--- config.mk ---
export PLATFORM = sky130hd
export DESIGN_NAME = sync_fifo
export DESIGN_NICKNAME = d
export VERILOG_FILES = /design/src/rtl/sync_fifo.sv
export SDC_FILE = /design/constraint.sdc
export NUM_CORES = 1
export LEC_CHECK = 0
export CAP_MARGIN = 25
export CORE_ASPECT_RATIO = 0.7
export CORE_MARGIN = 2
export CORE_UTILIZATION = 59
export CTS_CLUSTER_SIZE = 16
export DETAILED_ROUTE_END_ITERATION = 10
export PLACE_DENSITY = 0.95
export SLEW_MARGIN = 25
export SYNTH_ARGS = -nofsm -noshare
export SYNTH_HDL_FRONTEND = slang
export SYNTH_SLANG_ARGS = --single-unit
--- constraint.sdc ---
create_clock -name Clk -period 3.3 [get_ports Clk]
set_clock_uncertainty 0.05 [all_clocks]
set_input_delay 0.495 -clock Clk [delete_from_list [all_inputs] [get_ports Clk]]
set_output_delay 0.495 -clock Clk [all_outputs]
set_load 0.02 [all_outputs]
--- src/rtl/sync_fifo.sv ---
// Single-clock FIFO: words pushed at the tail are popped from the head in order.
// q is registered and holds the word from the most recent accepted pop.
module sync_fifo #(
  parameter int DATAWIDTH = 16,
  parameter int DEPTH     = 4
) (
  input  logic                       Clk,
  input  logic                       Rst,
  input  logic                       wr_en,
  input  logic [DATAWIDTH-1:0]       d,
  input  logic                       rd_en,
  output logic [DATAWIDTH-1:0]       q,
  output logic                       full,
  output logic                       empty,
  output logic [$clog2(DEPTH):0]     count,
  output logic                       overflow,
  output logic                       underflow
);

  localparam int AW = $clog2(DEPTH);
  localparam int CW = AW + 1;

  logic [DATAWIDTH-1:0] mem [DEPTH];
  logic [AW-1:0]        wp;
  logic [AW-1:0]        rp;
  logic                 push_ok;
  logic                 pop_ok;
  logic [CW-1:0]        count_nxt;

  // Handshake: a push is taken on any edge where wr_en is high and a slot is
  // free (or the head is leaving in the same cycle); a pop is taken on any edge
  // where rd_en is high and the FIFO holds a word. Nothing is held over: a
  // rejected request is dropped and reported by a one-cycle pulse.
  assign pop_ok  = rd_en & ~empty;
  assign push_ok = wr_en & (~full | rd_en);

  always_comb begin
    count_nxt = count;
    if (push_ok && !pop_ok)
      count_nxt = count + CW'(1);
    else if (pop_ok && !push_ok)
      count_nxt = count - CW'(1);
  end

  // Storage has no reset; its contents are meaningless until written.
  always_ff @(posedge Clk) begin
    if (push_ok)
      mem[wp] <= d;
  end

  always_ff @(posedge Clk or posedge Rst) begin
    if (Rst) begin
      wp        <= '0;
      rp        <= '0;
      q         <= '0;
      count     <= '0;
      full      <= 1'b0;
      empty     <= 1'b1;
      overflow  <= 1'b0;
      underflow <= 1'b0;
    end else begin
      if (push_ok)
        wp <= wp + AW'(1);
      if (pop_ok) begin
        q  <= mem[rp];
        rp <= rp + AW'(1);
      end
      count     <= count_nxt;
      full      <= (count_nxt == CW'(DEPTH));
      empty     <= (count_nxt == '0);
      overflow  <= wr_en & full & ~rd_en;
      underflow <= rd_en & empty;
    end
  end

endmodule

==> metrics <==
Final Hold Vio Count=0; worst r2r path cells=2; Synth Instances=178; Routed WL=6.23 mm; critical path cell sequence=clkdlybuf4s50_1 > a21boi_1 > buf_4 > and2_1 > buf_4; Ports=43; Worst-path clk slew=90 ps; CP startpoint kind=input pin; CTS resizes=0; share of post-route cells with drive strength above 1=20.7%; syn_nets=204; hold slack final=456 ps; DP Area=4120 sq um; power density over the cells=891 nW/um^2; post-CTS setup buffers=0; Synth cell types=34; max cap viols=0; vias in the first global route=1784; fin. max-slew vios=0; crit-path max FO=13; number of synthesized flops with an enable pin=64; die footprint=6770 sq um; DR vias/cell=5.68; Pleak=1.61 nW; Fill cells=329; RSZ-0062 raised after global routing=no; Synth Register Bits=91; gr usage total=20.0%; CP peak stage delay=710 ps; Worst Tran Pin Value=932 ps; Mapped Area=3610 sq um; die width=97.5 microns; Post-CTS Hold Buffers=0; post-layout util=74.1%; Tightest Hold Check Type=in2async; Clock Tree Root=clkbuf_8; syn_area_per_cell=20.3 sq um; CTS Buf Count=9; antenna cells=0; outcome=completed; maximum VDD drop=489 uV; nets=258; Avg WL per Cell=20.0 microns; Crit Path Category=in2reg; Synth area leader=edfxtp_1; Die Span Y=69.4 microns; Slowest cell on crit path=clkdlybuf4s50_1; area of the core=5810 sq um; gpl congestion=0.866; CTS Sinks=91; CP Capture Type=flip-flop; critical path data arrival time=2250 ps; first-pass GRT wire length=9.73 mm; Fin Setup TNS=0 ps; # setup viols final=0; grt ovf=0; Synth Flop Type=edfxtp_1; hpwl dp=4.16 mm; WP buf/inv=3; Worst R2R Start=rp[0]; Skew-Pair Late Insertion Delay=360 ps; drt pass-1 iters=4; num rows=23; IO buf count=42; asr flop ratio synth=29.7%; Final ANT Viol Nets=0; top cell type's share of synthesized area=53.2%; CP top delay family=buffers and inverters; P&R area growth vs syn=19.4%; flop-to-flop setup slack=1210 ps; vias=1772; largest cells by area after synthesis=edfxtp_1 (53%), dfrtp_1 (18%), mux4_1 (5.8%), mux4_2 (5.0%), mux2_4 (3.3%); Yosys warnings=0; number of H-tree levels=3; CTS tree=built; register area share after synthesis=72.0%; Starting Density=62.1%; drt first-iter violations=138; Tmin final=2240 ps; largest net degree at the start of global routing=28; top achievable clock speed=446 MHz; CP required=3310 ps; worst-case clock buffer depth=2; initial antenna violation count=0; most used cell, CP=buf_4; RR Endpoint=q[6]; period utilization=67.9%; Residual DRC=0; Design Area, Final=4310 sq um; Rel. slew slack=37.8%
cell type report:
cell class | instances | area (sq um) | share of cell area, %
clock buffers | 12 | 135 | 3.13
clock inverters | 4 | 51.3 | 1.19
multi-input cells | 73 | 925 | 21.5
flip-flops and latches | 91 | 2600 | 60.3
inverters | 7 | 26.3 | 0.610
well taps | 75 | 93.8 | 2.18
repair buffers | 50 | 480 | 11.1
cell usage after synthesis (all sizes together), types with 2 or more instances:
cell type / n
nor2: 3
nand2: 4
edfxtp: 64
ha: 6
and2: 5
nor2b: 3
buf: 6
xnor2: 3
mux2: 17
dfrtp: 26
mux4: 16
inv: 7
a221oi: 2
cells by family after synthesis:
logic type / after synthesis / share of synthesized area [%]
AO/OA/AOI/OAI: 8 / 2.05
AND/OR/NAND/NOR: 21 / 3.29
adder cells (fa/ha/maj): 6 / 2.08
XOR/XNOR: 4 / 0.971
buffers and inverters: 14 / 2.39
multiplexers: 34 / 17.2
flip-flops: 91 / 72.0
layer usage:
layer	wire [microns]	track usage (%)	vias to the layer above	part of all wire, %
li1	-	-	803	-
met1	2690	25.9	906	43
met2	3080	31.1	50	49
met3	318	7.56	13	5.1
met4	141	8.33	0	2.3
met5	0	0	-	0
worst max-delay path by stage:
stage / start / to / cells past startpoint
3_3_place_gp: wr_en / mem[1][1] / 5
3_5_place_dp: wr_en / mem[1][1] / 5
4_1_cts: wr_en / mem[1][7] / 5
6_report: wr_en / mem[1][7] / 5
2_1_floorplan: wr_en / mem[0][0] / 3
5_1_grt: wr_en / mem[1][7] / 5
worst reg2reg max path, delay by kind of cell, from the launching register on:
kind   cells  cell delay (ps)
muxes      2              970
DFF        1              960
stage by stage:
step,worst slack (ps),power [mW],cells
6_report,1060,3.84,312
5_1_grt,961,4.03,312
4_1_cts,1050,3.88,312
3_5_place_dp,662,3.17,296
3_3_place_gp,820,3.09,296
2_1_floorplan,1380,2.66,178
report_power, final:
group / switching [mW] / internal (mW) / total [mW]
logic: 0.587 / 0.741 / 1.33
registers: 0.239 / 1.57 / 1.81
clock network: 0.356 / 0.351 / 0.707
total: 1.18 / 2.66 / 3.84
sequential cells by signal, indices dropped and copies added (netlist names):
signal	cells
count	3
wp	2
q	16
underflow	1
rp	2
mem	64
overflow	1
full	1
empty	1
placed cells by master, fill, tap and decap left out, types with 2 or more instances in the layout:
cell	netlist	layout
a221oi_2	2	2
mux4_2	8	8
clkdlybuf4s50_1	0	42
dfrtp_1	26	26
edfxtp_1	64	64
nand2_1	4	4
inv_1	7	7
nor2b_1	3	3
mux4_1	8	8
and2_1	5	5
buf_4	2	8
ha_1	6	6
xnor2_1	3	3
clkbuf_8	0	9
nor2_1	3	3
clkbuf_1	1	3
mux2_4	8	8
mux2_2	9	9
Power figures use the tool's default switching activity.
